**src/rtl/instruction_encoder_loader_pkg.sv**
```systemverilog
// Shared definitions for the instruction encoder/loader: format codes,
// the base opcodes also used by the decoder, the FSM state type and a
// small signed-range helper used by the field packer.
package instruction_encoder_loader_pkg;

  localparam logic [1:0] FMT_R  = 2'd0;
  localparam logic [1:0] FMT_I  = 2'd1;
  localparam logic [1:0] FMT_S  = 2'd2;
  localparam logic [1:0] FMT_SB = 2'd3;

  localparam logic [6:0] OP_IMM    = 7'b0010011;
  localparam logic [6:0] OP_STORE  = 7'b0100011;
  localparam logic [6:0] OP_BRANCH = 7'b1100011;
  localparam logic [6:0] OP_OP     = 7'b0110011;

  typedef enum logic [1:0] {
    ST_ACCEPT = 2'd0,
    ST_WRITE  = 2'd1,
    ST_DONE   = 2'd2
  } state_t;

  // True when v is a sign extension of its low (msb+1) bits, i.e. it lies in
  // -2^msb .. 2^msb-1. Checked as "all bits from msb upward are equal".
  function automatic logic fits_signed(input logic [63:0] v, input int unsigned msb);
    logic [63:0] hi;
    hi = 64'($signed(v) >>> msb);
    return (hi == '0) || (hi == '1);
  endfunction

endpackage

```
**src/rtl/instruction_encoder_loader_if.sv**
```systemverilog
// Bundle-in / memory-write-out signal group of the encoder/loader.
//
// Handshakes: a field bundle transfers on a rising edge where in_valid and
// in_ready are both high; in_ready depends on loader state only. A memory
// write is offered while mem_we is high, with mem_addr/mem_wdata held stable,
// and completes on the rising edge where mem_ack is high (mem_ack may already
// be high in the first cycle of mem_we).
//
// master: the program source, which also plays the memory and returns mem_ack.
// slave:  the encoder/loader itself.
interface instruction_encoder_loader_if;

  logic        in_valid;
  logic        in_ready;
  logic [1:0]  fmt;
  logic [6:0]  opcode;
  logic [4:0]  rd;
  logic [4:0]  rs1;
  logic [4:0]  rs2;
  logic [2:0]  funct3;
  logic [6:0]  funct7;
  logic [63:0] imm;
  logic        last;
  logic        mem_we;
  logic [63:0] mem_addr;
  logic [31:0] mem_wdata;
  logic        mem_ack;

  modport master (
    output in_valid, fmt, opcode, rd, rs1, rs2, funct3, funct7, imm, last, mem_ack,
    input  in_ready, mem_we, mem_addr, mem_wdata
  );

  modport slave (
    input  in_valid, fmt, opcode, rd, rs1, rs2, funct3, funct7, imm, last, mem_ack,
    output in_ready, mem_we, mem_addr, mem_wdata
  );

endinterface

```
**src/rtl/instruction_encoder_loader_instr_field_packer.sv**
```systemverilog
// Combinational RV64I field packer: places register/funct fields and the
// immediate into the bit positions the immediate generator unpacks them from.
// imm_err flags an immediate that cannot be represented; the word is still
// produced from the truncated bits.
module instr_field_packer
  import instruction_encoder_loader_pkg::*;
(
  input  logic [1:0]  fmt,
  input  logic [6:0]  opcode,
  input  logic [4:0]  rd,
  input  logic [4:0]  rs1,
  input  logic [4:0]  rs2,
  input  logic [2:0]  funct3,
  input  logic [6:0]  funct7,
  input  logic [63:0] imm,
  output logic [31:0] word,
  output logic        imm_err
);

  // Per-format bit placement and immediate range check.
  always_comb begin
    word    = '0;
    imm_err = 1'b0;
    unique case (fmt)
      FMT_R: begin
        // Register-register: immediate is not part of the encoding.
        word = {funct7, rs2, rs1, funct3, rd, opcode};
      end
      FMT_I: begin
        word    = {imm[11:0], rs1, funct3, rd, opcode};
        imm_err = !fits_signed(imm, 11);
      end
      FMT_S: begin
        word    = {imm[11:5], rs2, rs1, funct3, imm[4:0], opcode};
        imm_err = !fits_signed(imm, 11);
      end
      FMT_SB: begin
        // Branch offsets are even byte offsets; bit 0 is not encoded.
        word    = {imm[12], imm[10:5], rs2, rs1, funct3, imm[4:1], imm[11], opcode};
        imm_err = !fits_signed(imm, 12) || imm[0];
      end
      default: begin
        word    = '0;
        imm_err = 1'b0;
      end
    endcase
  end

endmodule

```
**src/rtl/instruction_encoder_loader.sv**
```systemverilog
// Program loader: accepts encoded-field bundles, packs each into a 32-bit
// instruction word and writes the words to consecutive memory addresses
// starting at BASE_ADDR. Stops on a bundle marked last or when the memory is
// full, and can be restarted from DONE with a start pulse.
module instruction_encoder_loader
  import instruction_encoder_loader_pkg::*;
#(
  parameter logic [63:0] BASE_ADDR   = 64'h0,
  parameter int          DEPTH_WORDS = 16,
  localparam int         CW          = $clog2(DEPTH_WORDS + 1)
) (
  input  logic                        clk,
  input  logic                        reset,
  input  logic                        start,
  instruction_encoder_loader_if.slave bus,
  output logic [CW-1:0]               count,
  output logic                        done,
  output logic [1:0]                  err,
  output state_t                      state
);

  logic [31:0]   word;
  logic          imm_err;
  logic [CW-1:0] count_inc;
  logic [63:0]   addr_next;
  logic          last_q;

  instr_field_packer u_packer (
    .fmt     (bus.fmt),
    .opcode  (bus.opcode),
    .rd      (bus.rd),
    .rs1     (bus.rs1),
    .rs2     (bus.rs2),
    .funct3  (bus.funct3),
    .funct7  (bus.funct7),
    .imm     (bus.imm),
    .word    (word),
    .imm_err (imm_err)
  );

  assign count_inc = count + CW'(1);
  // Word-addressed offset from the base; wraps naturally at 2^64.
  assign addr_next = BASE_ADDR + (64'(count) << 2);

  // Ready is a pure function of state so the source never sees a loop.
  assign bus.in_ready = (state == ST_ACCEPT);

  // Load sequencer: accept a bundle, hold the write until acked, then either
  // take the next bundle or finish.
  always_ff @(posedge clk or posedge reset) begin
    if (reset) begin
      state         <= ST_ACCEPT;
      count         <= '0;
      err           <= '0;
      done          <= 1'b0;
      last_q        <= 1'b0;
      bus.mem_we    <= 1'b0;
      bus.mem_addr  <= BASE_ADDR;
      bus.mem_wdata <= '0;
    end else begin
      unique case (state)
        ST_ACCEPT: begin
          if (bus.in_valid) begin
            bus.mem_wdata <= word;
            bus.mem_addr  <= addr_next;
            bus.mem_we    <= 1'b1;
            last_q        <= bus.last;
            if (imm_err) err[0] <= 1'b1;
            state         <= ST_WRITE;
          end
        end
        ST_WRITE: begin
          if (bus.mem_ack) begin
            bus.mem_we <= 1'b0;
            count      <= count_inc;
            if (last_q || (count_inc == CW'(DEPTH_WORDS))) begin
              state <= ST_DONE;
              done  <= 1'b1;
              // Running out of room before the program ended is an error.
              if (!last_q) err[1] <= 1'b1;
            end else begin
              state <= ST_ACCEPT;
            end
          end
        end
        ST_DONE: begin
          if (start) begin
            count <= '0;
            err   <= '0;
            done  <= 1'b0;
            state <= ST_ACCEPT;
          end
        end
        default: begin
          state <= ST_ACCEPT;
        end
      endcase
    end
  end

endmodule

```
**src/flat_wrapper.sv**
```systemverilog
// flat-port wrapper written by rule: the top's interface ports become plain ports
module instruction_encoder_loader_flat import instruction_encoder_loader_pkg::*;
#(
  parameter logic [63:0] BASE_ADDR   = 64'h0,
  parameter int          DEPTH_WORDS = 16,
  localparam int         CW          = $clog2(DEPTH_WORDS + 1)
)
  (clk, reset, start, count, done, err, state, bus_in_valid, bus_fmt, bus_opcode, bus_rd, bus_rs1, bus_rs2, bus_funct3, bus_funct7, bus_imm, bus_last, bus_mem_ack, bus_in_ready, bus_mem_we, bus_mem_addr, bus_mem_wdata);
  instruction_encoder_loader_if bus_i ();
  input  logic clk;
  input  logic reset;
  input  logic start;
  output logic [CW-1:0] count;
  output logic done;
  output logic [1:0] err;
  output state_t state;
  input wire logic [$bits(bus_i.in_valid)-1:0] bus_in_valid;
  input wire logic [$bits(bus_i.fmt)-1:0] bus_fmt;
  input wire logic [$bits(bus_i.opcode)-1:0] bus_opcode;
  input wire logic [$bits(bus_i.rd)-1:0] bus_rd;
  input wire logic [$bits(bus_i.rs1)-1:0] bus_rs1;
  input wire logic [$bits(bus_i.rs2)-1:0] bus_rs2;
  input wire logic [$bits(bus_i.funct3)-1:0] bus_funct3;
  input wire logic [$bits(bus_i.funct7)-1:0] bus_funct7;
  input wire logic [$bits(bus_i.imm)-1:0] bus_imm;
  input wire logic [$bits(bus_i.last)-1:0] bus_last;
  input wire logic [$bits(bus_i.mem_ack)-1:0] bus_mem_ack;
  output wire logic [$bits(bus_i.in_ready)-1:0] bus_in_ready;
  output wire logic [$bits(bus_i.mem_we)-1:0] bus_mem_we;
  output wire logic [$bits(bus_i.mem_addr)-1:0] bus_mem_addr;
  output wire logic [$bits(bus_i.mem_wdata)-1:0] bus_mem_wdata;
  assign bus_i.in_valid = bus_in_valid;
  assign bus_i.fmt = bus_fmt;
  assign bus_i.opcode = bus_opcode;
  assign bus_i.rd = bus_rd;
  assign bus_i.rs1 = bus_rs1;
  assign bus_i.rs2 = bus_rs2;
  assign bus_i.funct3 = bus_funct3;
  assign bus_i.funct7 = bus_funct7;
  assign bus_i.imm = bus_imm;
  assign bus_i.last = bus_last;
  assign bus_i.mem_ack = bus_mem_ack;
  assign bus_in_ready = bus_i.in_ready;
  assign bus_mem_we = bus_i.mem_we;
  assign bus_mem_addr = bus_i.mem_addr;
  assign bus_mem_wdata = bus_i.mem_wdata;
  instruction_encoder_loader #(.BASE_ADDR(BASE_ADDR), .DEPTH_WORDS(DEPTH_WORDS)) u_core (.clk(clk), .reset(reset), .start(start), .bus(bus_i), .count(count), .done(done), .err(err), .state(state));
endmodule
```
**config.mk**
```make
export PLATFORM = sky130hd
export DESIGN_NAME = instruction_encoder_loader_flat
export DESIGN_NICKNAME = d
export VERILOG_FILES = /design/src/rtl/instruction_encoder_loader_pkg.sv /design/src/rtl/instruction_encoder_loader_if.sv /design/src/rtl/instruction_encoder_loader_instr_field_packer.sv /design/src/rtl/instruction_encoder_loader.sv /design/src/flat_wrapper.sv
export SDC_FILE = /design/constraint.sdc
export NUM_CORES = 1
export LEC_CHECK = 0
export ABC_CLOCK_PERIOD_IN_PS = 4400
export CAP_MARGIN = 0
export CORE_MARGIN = 2
export CORE_UTILIZATION = 38
export DETAILED_ROUTE_END_ITERATION = 16
export HOLD_SLACK_MARGIN = 0.05
export PLACE_DENSITY = 0.95
export REMOVE_ABC_BUFFERS = 1
export SYNTH_ARGS = -nofsm -noshare
export SYNTH_HDL_FRONTEND = slang
export SYNTH_SLANG_ARGS = --single-unit
```
**constraint.sdc**
```tcl
create_clock -name clk -period 4.4 [get_ports clk]
set_input_delay 0.88 -clock clk [delete_from_list [all_inputs] [get_ports clk]]
set_output_delay 0.88 -clock clk [all_outputs]
set_load 0.005 [all_outputs]
```
==> impl_summary.txt, run 1 <==
----------------------------------------------------
[Run status]
  Outcome ... finished clean

[Worst setup path]
  Worst endpoint data arrival time ... ~2.7 ns
  Worst Reg-to-Reg Cells ... 5
  Crit start category ... input pin
  CP peak stage delay ... 0.51 ns
  Largest fanout on the critical path ... 15
  Worst-path cell with the longest stage delay ... sky130_fd_sc_hd__clkdlybuf4s50_1
  Reg-to-reg startpoint ... u_core.state[1]$_DFFE_PP0P_
  Reg-to-Reg End ... u_core.err[0]$_DFFE_PP0P_
  Crit end category ... flip-flop
  Kind of cell with the highest combined delay on the critical path ... buffers and inverters
  Count of buffer and inverter cells on the critical path ... 2
  R2R setup slack ... between 2 and 2.5 ns
  Required time at the endpoint of the critical path ... 4.58 ns
  Type of the setup path with the least slack ... in -> reg
  List of cells traversed by the critical path ... clkdlybuf4s50_1 -> inv_1 -> ha_1 -> or3_1 -> a221oi_1 -> nor2_1

[STA]
  Setup repair after global routing missed its margin ... false
  Count of final max-slew check failures ... 0
  Endpoints failing setup ... 0
  Total negative slack ... 0 ns
  Slew Limit Headroom ... 0.326
  Final period utilization ... 0.574
  Post-Route Skew ... roughly 0.0077 ns
  Minimum period implied by the final worst setup slack ... between 2 and 3 ns
  Achievable clock frequency ... ~400 MHz
  Transition time of the tightest slew-check pin ... about 1.0 ns
  Final hold violation count ... 0

[Die]
  Die outline height ... between 90 and 100 µm
  Top-level port count ... between 200 and 250
  DIE WIDTH ... between 90 and 100 µm
  Number of rows created at floorplan ... 31
  Core Box Area ... approximately 0.0073 mm²
  Starting density of the core ... 0.398
  Die Outline Area ... between 0.008 and 0.009 mm²

[Clock network]
  Clock-pin slew reported for the worst setup and hold paths after clock tree synthesis ... about 0.090 ns
  TritonCTS clock tree ... built
  Cts hold-fix bufs ... 0
  Clock latency on the worst-skew pair ... 0.30 ns
  Clock H-tree levels ... 2
  Clock buffer depth ... 2
  Cell at the root of the clock tree ... sky130_fd_sc_hd__clkbuf_8
  Post-CTS setup buffer count ... 0
  Clock buffers created by TritonCTS ... 5
  # clock sinks ... around 50
  Post-cts sizing count ... 0

[Place]
  GP Congestion ... 0.820
  Port Buf Inserts ... 152
  Placed cell count ... between 500 and 600
  Placed wire-length estimate ... around 6500 µm

[Finish]
  Antenna cells ... 0
  Storage cell area ... roughly 0.0012 mm²
  Non-filler instance count after layout ... approximately 590
  Area delta synth->final ... 52.0%
  Final layout net count ... between 600 and 700
  Multi-input gate area in the final layout ... around 0.0014 mm²
  Total of fill cells in the finished design ... 600
  Fraction of layout instances using a drive strength above 1 ... 0.0385

[GRT]
  Vias in the first global route ... between 2,000 and 3,000
  Largest net degree at the start of global routing ... 50
  Total GRT Usage ... 0.190
  Wire length of the first global-routing pass ... about 13,000 µm
  Total grt overflow ... 0
  Antenna violations before repair ... 0

[Min path]
  Hold WC Path Type ... reg -> reg
  Startpoint of the most critical hold path ... u_core.bus.mem_wdata[14]$_DFFE_PP0P_
  Worst Hold Endpoint ... u_core.bus.mem_wdata[14]$_DFFE_PP0P_
  Number of cells traversed by the worst hold path ... 2

[Synth]
  Cell taking the most area after synthesis ... sky130_fd_sc_hd__dfrtp_1
  Count of distinct cell types in the synthesized netlist ... 37
  Post-synthesis average cell area ... 8.47 µm²
  #FFs+latches synth ... a little under 50
  Number of enable flip-flop cells after synthesis ... 0
  Instance count of the mapped netlist ... between 300 and 400
  Cell types occupying the most area after synthesis ... sky130_fd_sc_hd__dfrtp_1 42%, sky130_fd_sc_hd__buf_4 15%, sky130_fd_sc_hd__nand2_1 9.1%, sky130_fd_sc_hd__nor2_1 5.0%, sky130_fd_sc_hd__a221oi_1 4.5%
  Post-synth top area share ... 0.421
  Number of warnings printed during yosys synthesis ... 0
  Synth Flop Type ... sky130_fd_sc_hd__dfrtp_1
  Most frequent cells after synthesis ... 71 x sky130_fd_sc_hd__nand2_1, 59 x sky130_fd_sc_hd__buf_4, 49 x sky130_fd_sc_hd__dfrtp_1
  Portion of the post-synthesis area used by sequential elements ... 0.421
  Post-synth ARST share ... 1.00
  Post-synthesis cell area ... just under 0.003 mm²
  Cell with the most instances after synthesis ... sky130_fd_sc_hd__nand2_1

[Route]
  Post-route antenna net violation count ... 0
  Routed length per instance ... 13.9 µm
  DR iter-0 viols ... roughly 130
  Total wire length after detailed routing ... around 8300 µm
  Number of iterations in the first detailed-routing pass ... 4
  Total DRC errors in the routed layout ... 0
  Via density per instance ... about 4.9
  Total number of vias ... 2,888

[Job]
  Number of maximum-capacitance violations ... 0

[Power and ir drop]
  P_leak ... approximately 1.9 nW
  Maximum VDD drop ... around 0.15 mV
  Power density over the cells ... 460 mW/mm²

----------------------------------------------------
## state kept, by name (all words and copies together) (netlist names)
register and flops:
u_core.bus.mem_we 1, u_core.bus.mem_addr 5, u_core.state 2, u_core.count 5, u_core.last_q 1, u_core.err 2
u_core.bus.mem_wdata 32, u_core.done 1
## logic make-up after synthesis
| logic type | Yosys count | share of synthesized area |
|---|---|---|
| AND/OR/NAND/NOR | 166 | 0.270 |
| XOR/XNOR | 2 | 0.00601 |
| buffers and inverters | 76 | 0.175 |
| multiplexers | 2 | 0.00687 |
| other | 1 | 0.00129 |
| AO/OA/AOI/OAI | 43 | 0.0991 |
| flip-flops | 49 | 0.421 |
| adder cells (fa/ha/maj) | 5 | 0.0215 |
## final cells by class
cell class	count	share of cell area
multi-input combinational	277	0.316
sequential	49	0.277
clock inverter	2	0.00847
timing repair buffer	154	0.347
inverter	6	0.00508
clock buffer	6	0.0186
tap	99	0.0280
## power by group
group          switching [mW]  total [mW]  internal [mW]
logic                   0.354       0.901          0.547
clock network           0.153       0.338          0.185
registers               0.153       0.800          0.647
## through the flow
stage	hold WS, ns	util	setup slack [ns]	power [mW]	instance area, µm²
floorplan	0.469	-	2.04	1.10	2650
global placement	0.456	0.588	1.67	1.67	4310
detailed placement	0.461	0.588	1.57	1.72	4310
CTS	0.484	0.605	1.89	2.05	4430
global route	0.515	0.605	1.73	2.18	4430
finish	0.479	0.605	1.88	2.04	4430
## worst max path at each step
stage / slack [ns] / from / cells after the start / to
5_1_grt: 1.73 / bus_fmt[0] / 6 / u_core.bus.mem_wdata[9]$_DFFE_PP0P_
3_3_place_gp: 1.67 / bus_fmt[0] / 6 / u_core.bus.mem_wdata[21]$_DFFE_PP0P_
2_1_floorplan: 2.04 / bus_in_valid / 4 / u_core.err[0]$_DFFE_PP0P_
6_report: 1.88 / bus_fmt[0] / 6 / u_core.bus.mem_wdata[24]$_DFFE_PP0P_
3_5_place_dp: 1.57 / bus_fmt[0] / 6 / u_core.bus.mem_wdata[24]$_DFFE_PP0P_
4_1_cts: 1.89 / bus_fmt[0] / 6 / u_core.bus.mem_wdata[9]$_DFFE_PP0P_
## worst reg2reg max path: stages, from the launching register on
cell and delay (ns):
sky130_fd_sc_hd__dfrtp_1 0.66, sky130_fd_sc_hd__or3b_1 0.19, sky130_fd_sc_hd__buf_4 0.38, sky130_fd_sc_hd__nor2_4 0.10, sky130_fd_sc_hd__a32o_2 0.28, sky130_fd_sc_hd__a211o_1 0.25
## cell usage in the layout, fill, tap and decap left out, types with 3 or more instances in the layout
master and instances:
sky130_fd_sc_hd__nor3_1 5, sky130_fd_sc_hd__clkbuf_8 6, sky130_fd_sc_hd__o21ai_0 3, sky130_fd_sc_hd__a221oi_1 15, sky130_fd_sc_hd__nand2_1 71, sky130_fd_sc_hd__a21oi_1 12, sky130_fd_sc_hd__nor4_2 3, sky130_fd_sc_hd__nand4_1 18
sky130_fd_sc_hd__conb_1 59, sky130_fd_sc_hd__ha_1 5, sky130_fd_sc_hd__nor4_1 13, sky130_fd_sc_hd__nor2_1 39, sky130_fd_sc_hd__inv_1 5, sky130_fd_sc_hd__nand3_1 5, sky130_fd_sc_hd__clkdlybuf4s50_1 152, sky130_fd_sc_hd__o21ai_1 8
sky130_fd_sc_hd__dfrtp_1 49
## metal layers
metal  global-route usage  part of all wire  vias to the layer above
met4               0.0694             0.025                        0
met2                0.352              0.52                      152
met1                0.215              0.38                     1349
met5                    0                 0                        -
met3               0.0332             0.079                       14
li1                     -                 -                     1373
No activity file was read; power rests on OpenSTA's default activity.
==> run 2, diff against run 1 <==
ABC_CLOCK_PERIOD_IN_PS = 2400   (was 4400)
CORE_UTILIZATION = 35   (was 38)
PLACE_DENSITY = 0.93   (was 0.95)
clock period = 2.4 ns   (was 4.4 ns; I/O delays follow)
==> run 2 against run 1 <==
Net effect:
- sequential power grew 82%
- via count shrank 0.42%
- first-iteration DRC count grew 26%
- non-clock buffer count grew 3
- die area grew 8.2%
- register-to-register slack lost 1.8 ns
- cell count grew 1.5%
- wire length shrank 2.2%
- largest cell class unchanged
- largest power group unchanged
==> impl_summary.txt, run 2 (synthesis gave the netlist of run 1 again) <==
----------------------------------------------------
[Worst setup path]
  Crit start category ... flip-flop
  List of cells traversed by the critical path ... buf_4 -> nor2_1 -> clkdlybuf4s50_1
  Crit end category ... primary output
  CP peak stage delay ... 0.51 ns (about the same)
  R2R setup slack ... 0.65 ns (-1.79 ns)
  Largest fanout on the critical path ... 10 (-5)
  Kind of cell with the highest combined delay on the critical path ... buffers and inverters
  Crit path depth ... 3 (-3)
  Required time at the endpoint of the critical path ... 1.92 ns (-2.66 ns)
  Worst-path cell with the longest stage delay ... sky130_fd_sc_hd__clkdlybuf4s50_1
  Type of the setup path with the least slack ... reg -> out
  Count of buffer and inverter cells on the critical path ... 2 (unchanged)
  Worst endpoint data arrival time ... 1.60 ns (-1.10 ns)
  Worst Reg-to-Reg Cells ... 5 (unchanged)

[Route]
  Number of iterations in the first detailed-routing pass ... 5 (+1)
  Via density per instance ... 4.78 (-1.9%)
  Routed length per instance ... 13.4 µm (-3.7%)
  Total wire length after detailed routing ... 8090 µm (-2.2%)
  Total number of vias ... 2,876 (-0.42%)
  DR iter-0 viols ... 162 (+26%)
  Post-route antenna net violation count ... 0 (unchanged)
  Total DRC errors in the routed layout ... 0 (unchanged)

[Die]
  Top-level port count ... 212 (unchanged)
  Die outline height ... 95.3 µm (+4.0%)
  Core Box Area ... 0.00813 mm² (+11%)
  Starting density of the core ... 0.358 (-0.0393)
  Die Outline Area ... 0.00908 mm² (+8.2%)
  Number of rows created at floorplan ... 33 (+6.5%)
  DIE WIDTH ... 95.3 µm (+4.0%)

[Place]
  GP Congestion ... 0.818 (-0.28%)
  Port Buf Inserts ... 152 (unchanged)
  Placed cell count ... 594 (+1.5%)
  Placed wire-length estimate ... 6580 µm (+0.84%)

[Finish]
  Fraction of layout instances using a drive strength above 1 ... 0.0423 (+0.00379)
  Number of flip-flops under the largest register name ... 32 (unchanged)
  Leading cell types in the layout, fill and taps excluded ... 152 x sky130_fd_sc_hd__clkdlybuf4s50_1, 71 x sky130_fd_sc_hd__nand2_1, 59 x sky130_fd_sc_hd__conb_1, 49 x sky130_fd_sc_hd__dfrtp_1, 39 x sky130_fd_sc_hd__nor2_1
  Largest Register ... u_core.bus.mem_wdata
  Biggest registers after layout ... u_core.bus.mem_wdata: 32 flops, u_core.bus.mem_addr: 5 flops, u_core.count: 5 flops
  Most common cell after layout, fill and taps aside ... sky130_fd_sc_hd__clkdlybuf4s50_1
  Total of fill cells in the finished design ... 724 (+21%)
  Area delta synth->final ... 53.2%
  Final layout net count ... 605 (+0.50%)
  Fraction of the core area covered by cells at the end of the flow ... 0.549 (-0.0554)
  Antenna cells ... 0 (unchanged)
  Non-filler instance count after layout ... 602 (+1.5%)

[Power and ir drop]
  P_leak ... 1.92 nW (+0.47%)
  Maximum VDD drop ... 0.251 mV (+70%)
  Comb power frac ... 0.467 (+0.025)
  Total net switching power ... 1.20 mW (+82%)
  Design internal power ... 2.42 mW (+76%)
  Sequential Power Share ... 0.403 (+0.010)
  Clock network fraction of design power ... 0.130 (-0.036)
  Power density over the cells ... 811 mW/mm² (+76%)
  Sw Ratio ... 0.331 (+0.00727)
  Overall power ... 3.62 mW (+78%)

[Clock network]
  Cts hold-fix bufs ... 0 (unchanged)
  Post-CTS setup buffer count ... 0 (unchanged)
  Clock-pin slew reported for the worst setup and hold paths after clock tree synthesis ... 0.09 ns (about the same)
  # clock sinks ... 49 (unchanged)
  Clock H-tree levels ... 2 (unchanged)
  Cell at the root of the clock tree ... sky130_fd_sc_hd__clkbuf_8
  Clock buffer depth ... 2 (unchanged)
  TritonCTS clock tree ... built
  Clock latency on the worst-skew pair ... 0.29 ns (about the same)
  Clock buffers created by TritonCTS ... 5 (unchanged)
  Post-cts sizing count ... 0 (unchanged)

[STA]
  Achievable clock frequency ... slightly below 500 MHz
  Final hold violation count ... 0 (unchanged)
  Total negative slack ... 0 ns (unchanged)
  Count of final max-slew check failures ... 0 (unchanged)
  Slew Limit Headroom ... 0.642 (+0.316)
  Setup repair after global routing missed its margin ... false
  Transition time of the tightest slew-check pin ... 0.536 ns (-0.474 ns)
  Endpoints failing setup ... 0 (unchanged)
  Final period utilization ... 0.867
  Minimum period implied by the final worst setup slack ... approximately 2.1 ns
  Post-Route Skew ... 0.00766 ns (+0.00000489 ns)

[Min path]
  Number of cells traversed by the worst hold path ... 2 (unchanged)
  Hold WC Path Type ... reg -> reg

[Job]
  Number of maximum-capacitance violations ... 0 (unchanged)

[Run status]
  Outcome ... finished clean

[GRT]
  Largest net degree at the start of global routing ... 41 (-18%)
  Total GRT Usage ... 0.172 (-0.0174)
  Vias in the first global route ... 2,682 (-5.7%)
  Total grt overflow ... 0 (unchanged)
  Wire length of the first global-routing pass ... 12,300 µm (-5.9%)
  Antenna violations before repair ... 0 (unchanged)

----------------------------------------------------
-- run 2: tightest hold or removal path: stages (launching register included) --
cell	delay [ns]
sky130_fd_sc_hd__dfrtp_1	0.35
sky130_fd_sc_hd__nand2_1	0.05
sky130_fd_sc_hd__nand2_1	0.05
-- run 2: layout make-up --
class | count | area, µm² | share of cell area
sequential | 49 | 1230 | 0.275
inverter | 6 | 22.5 | 0.00504
tap | 105 | 131 | 0.0294
multi-input combinational | 277 | 1400 | 0.314
clock buffer | 6 | 72.6 | 0.0162
timing repair buffer | 157 | 1600 | 0.357
clock inverter | 2 | 15.0 | 0.00336
-- run 2: through the flow --
step | hold slack (ns) | setup WS (ns) | cell area [µm²]
6_report | 0.479 | 0.319 | 4470
5_1_grt | 0.508 | 0.228 | 4470
4_1_cts | 0.486 | 0.304 | 4470
3_5_place_dp | 0.463 | 0.0834 | 4380
3_3_place_gp | 0.456 | 0.192 | 4380
2_1_floorplan | 0.469 | 0.356 | 2650
-- run 2: final timing paths --
check,from,to
max in group asynchronous,reset,u_core.bus.mem_wdata[0]$_DFFE_PP0P_
hold / removal,u_core.bus.mem_addr[4]$_DFFE_PP0P_,u_core.bus.mem_addr[4]$_DFFE_PP0P_
setup / recovery,u_core.state[1]$_DFFE_PP0P_,bus_in_ready
hold reg to reg,u_core.bus.mem_addr[4]$_DFFE_PP0P_,u_core.bus.mem_addr[4]$_DFFE_PP0P_
setup reg to reg,u_core.state[1]$_DFFE_PP0P_,u_core.err[0]$_DFFE_PP0P_
min in group asynchronous,reset,u_core.bus.mem_wdata[13]$_DFFE_PP0P_
-- run 2: per-layer routing --
metal  part of all wire  GRT usage
met1               0.37      0.196
met2               0.51      0.316
met3              0.098     0.0364
met4              0.022     0.0628
met5                  0          0
-- run 2: power groups by stage --
| stage | registers, mW | logic (mW) | clock network (mW) |
|---|---|---|---|
| 3_3_place_gp | 1.45 | 1.65 | 0 |
| 3_5_place_dp | 1.48 | 1.70 | 0 |
| 5_1_grt | 1.52 | 1.87 | 0.528 |
| 2_1_floorplan | 1.47 | 0.542 | 0 |
| 4_1_cts | 1.46 | 1.71 | 0.488 |
| 6_report | 1.46 | 1.69 | 0.471 |
==> run 3, diff against run 2 <==
CORE_MARGIN = 4   (was 2)
CTS_CLUSTER_DIAMETER = 100   (was not set)
==> run 3 against run 2 <==
Net effect:
- maximum frequency up 4.1%
- flip-flop and latch count is the same
- worst setup slack improved by 0.081 ns
- utilization fell by 0.20 points
- clock power up 20%
- first-iteration DRC count shrank 31%
- global-route usage down 0.81 points
- count of clock-buffer cells in the layout down 1
- clock skew down 0.0021 ns
- via count increased by 0.28%
- sequential share of layout area barely moved
- largest cell class unchanged
- largest power group unchanged
- highest routed layer unchanged
==> impl_summary.txt, run 3 (synthesis gave the netlist of run 1 again) <==
----------------------------------------------------
[Run status]
  Outcome ... finished clean

[Die]
  Starting density of the core ... 0.357 (-0.00181)
  Die outline height ... 99.3 µm (+4.2%)
  Core Box Area ... 0.00818 mm² (+0.51%)
  Number of rows created at floorplan ... 33 (unchanged)
  Die Outline Area ... 0.00985 mm² (+8.6%)
  Top-level port count ... 212 (unchanged)
  DIE WIDTH ... 99.3 µm (+4.2%)

[STA]
  Final period utilization ... 0.833 (-0.0339)
  Achievable clock frequency ... 500 MHz (+4.1%)
  Count of final max-slew check failures ... 0 (unchanged)
  Final WS setup ... 0.400 ns (+0.0815 ns)
  Post-Route Skew ... 0.00556 ns (-0.00210 ns)
  Minimum period implied by the final worst setup slack ... 2.00 ns (-0.0815 ns)
  Total negative slack ... 0 ns (unchanged)
  Setup repair after global routing missed its margin ... false
  Endpoints failing setup ... 0 (unchanged)
  Final hold violation count ... 0 (unchanged)

[Clock network]
  # clock sinks ... 49 (unchanged)
  Post-cts sizing count ... 0 (unchanged)
  Clock latency on the worst-skew pair ... 0.29 ns (about the same)
  Clock H-tree levels ... 2 (unchanged)
  Post-CTS setup buffer count ... 0 (unchanged)
  Cts hold-fix bufs ... 0 (unchanged)
  TritonCTS clock tree ... built
  Cell at the root of the clock tree ... sky130_fd_sc_hd__clkbuf_8
  Clock-pin slew reported for the worst setup and hold paths after clock tree synthesis ... 0.09 ns (about the same)
  Clock buffers created by TritonCTS ... 5 (unchanged)
  Clock buffer depth ... 2 (unchanged)

[Power and ir drop]
  Overall power ... 3.70 mW (+2.2%)
  Power density over the cells ... 828 mW/mm² (+2.1%)
  Sequential Power Share ... 0.393 (-0.010)
  Design internal power ... 2.51 mW (+3.4%)
  Clock network fraction of design power ... 0.153 (+0.023)
  Comb power frac ... 0.454 (-0.013)
  P_leak ... 1.94 nW (+0.89%)
  Sw Ratio ... 0.323 (-0.00804)
  Total net switching power ... 1.19 mW (-0.28%)
  Maximum VDD drop ... 0.286 mV (+14%)

[Min path]
  Hold WC Path Type ... reg -> reg
  Startpoint of the most critical hold path ... u_core.bus.mem_wdata[15]$_DFFE_PP0P_

[Worst setup path]
  Type of the setup path with the least slack ... reg -> out
  Reg-to-reg startpoint ... u_core.state[1]$_DFFE_PP0P_
  Crit end category ... primary output
  Launching instance or port of the critical path ... u_core.state[1]$_DFFE_PP0P_
  Largest fanout on the critical path ... 9 (-1)
  Worst endpoint data arrival time ... 1.52 ns (-0.08 ns)
  Required time at the endpoint of the critical path ... 1.92 ns (about the same)
  Crit start category ... flip-flop

[Place]
  Port Buf Inserts ... 152 (unchanged)
  Placed wire-length estimate ... 7230 µm (+9.8%)
  GP Congestion ... 0.810 (-0.95%)
  Worst Setup Slack post-DPL ... 0.121 ns (+0.0373 ns)

[GRT]
  Wire length of the first global-routing pass ... 13,300 µm (+8.0%)
  Vias in the first global route ... 2,836 (+5.7%)
  Total grt overflow ... 0 (unchanged)
  Antenna violations before repair ... 0 (unchanged)
  Largest net degree at the start of global routing ... 37 (-9.8%)
  Total GRT Usage ... 0.164 (-0.00815)

[Route]
  Total number of vias ... 2,884 (+0.28%)
  Total wire length after detailed routing ... 8710 µm (+7.6%)
  Via density per instance ... 4.78 (+0.11%)
  Post-route antenna net violation count ... 0 (unchanged)
  DR iter-0 viols ... 112 (-31%)
  Number of iterations in the first detailed-routing pass ... 4 (-1)
  Routed length per instance ... 14.4 µm (+7.4%)
  Total DRC errors in the routed layout ... 0 (unchanged)

[Finish]
  Antenna cells ... 0 (unchanged)
  Final layout net count ... 607 (+0.33%)
  Largest Register ... u_core.bus.mem_wdata
  Most common cell after layout, fill and taps aside ... sky130_fd_sc_hd__clkdlybuf4s50_1
  Leading cell types in the layout, fill and taps excluded ... 152 x sky130_fd_sc_hd__clkdlybuf4s50_1, 71 x sky130_fd_sc_hd__nand2_1, 59 x sky130_fd_sc_hd__conb_1, 49 x sky130_fd_sc_hd__dfrtp_1, 39 x sky130_fd_sc_hd__nor2_1
  Area delta synth->final ... 53.4%
  Biggest registers after layout ... u_core.bus.mem_wdata: 32 flops, u_core.bus.mem_addr: 5 flops, u_core.count: 5 flops
  Total of fill cells in the finished design ... 726 (+0.28%)
  Number of flip-flops under the largest register name ... 32 (unchanged)
  Fraction of layout instances using a drive strength above 1 ... 0.0462 (+0.00393)

[Job]
  Number of maximum-capacitance violations ... 0 (unchanged)

----------------------------------------------------
==> run 3: final cells by class <==
| class | count | area [µm²] | area share |
|---|---|---|---|
| tap | 105 | 131 | 0.0294 |
| timing repair buffer | 159 | 1590 | 0.355 |
| clock inverter | 2 | 35.0 | 0.00783 |
| sequential | 49 | 1230 | 0.274 |
| inverter | 6 | 22.5 | 0.00503 |
| multi-input combinational | 277 | 1400 | 0.314 |
| clock buffer | 5 | 68.8 | 0.0154 |
==> run 3: routing by layer <==
layer | track usage | vias up | share of wire
met2 | 0.310 | 151 | 0.53
met5 | 0 | - | 0
li1 | - | 1386 | -
met1 | 0.188 | 1339 | 0.38
met4 | 0.0410 | 0 | 0.011
met3 | 0.0330 | 8 | 0.082
==> run 3: power by group through the flow <==
| stage | Combinational [mW] | Clock, mW | Sequential [mW] |
|---|---|---|---|
| 6_report | 1.68 | 0.566 | 1.45 |
| 3_3_place_gp | 1.65 | 0 | 1.45 |
| 5_1_grt | 1.84 | 0.614 | 1.50 |
| 2_1_floorplan | 0.542 | 0 | 1.47 |
| 4_1_cts | 1.71 | 0.583 | 1.45 |
| 3_5_place_dp | 1.70 | 0 | 1.47 |
==> run 3: worst paths after layout <==
kind / to / slack, ns / cells after the start
max reg2reg: u_core.err[0]$_DFFE_PP0P_ / 0.63 / 5
min reg2reg: u_core.bus.mem_wdata[15]$_DFFE_PP0P_ / 0.48 / 2
min: u_core.bus.mem_wdata[15]$_DFFE_PP0P_ / 0.48 / 2
max: state[1] / 0.40 / 2
min in group asynchronous: u_core.bus.mem_addr[6]$_DFFE_PP0P_ / 0.52 / 2
max in group asynchronous: u_core.bus.mem_wdata[2]$_DFFE_PP0P_ / 1.37 / 3
==> run 3: through the flow <==
stage | hold WS (ns) | cells | utilization | cell area, µm²
after floorplan | 0.469 | 332 | - | 2650
after global placement | 0.456 | 596 | 0.534 | 4370
after detailed placement | 0.463 | 596 | 0.534 | 4370
after CTS | 0.483 | 603 | 0.547 | 4470
after global routing | 0.502 | 603 | 0.547 | 4470
final | 0.479 | 603 | 0.547 | 4470
==> run 3: critical path, stage by stage, from the launching register on <==
cell                              delay [ns]
sky130_fd_sc_hd__dfrtp_1                0.51
sky130_fd_sc_hd__buf_4                  0.22
sky130_fd_sc_hd__clkdlybuf4s50_1        0.50
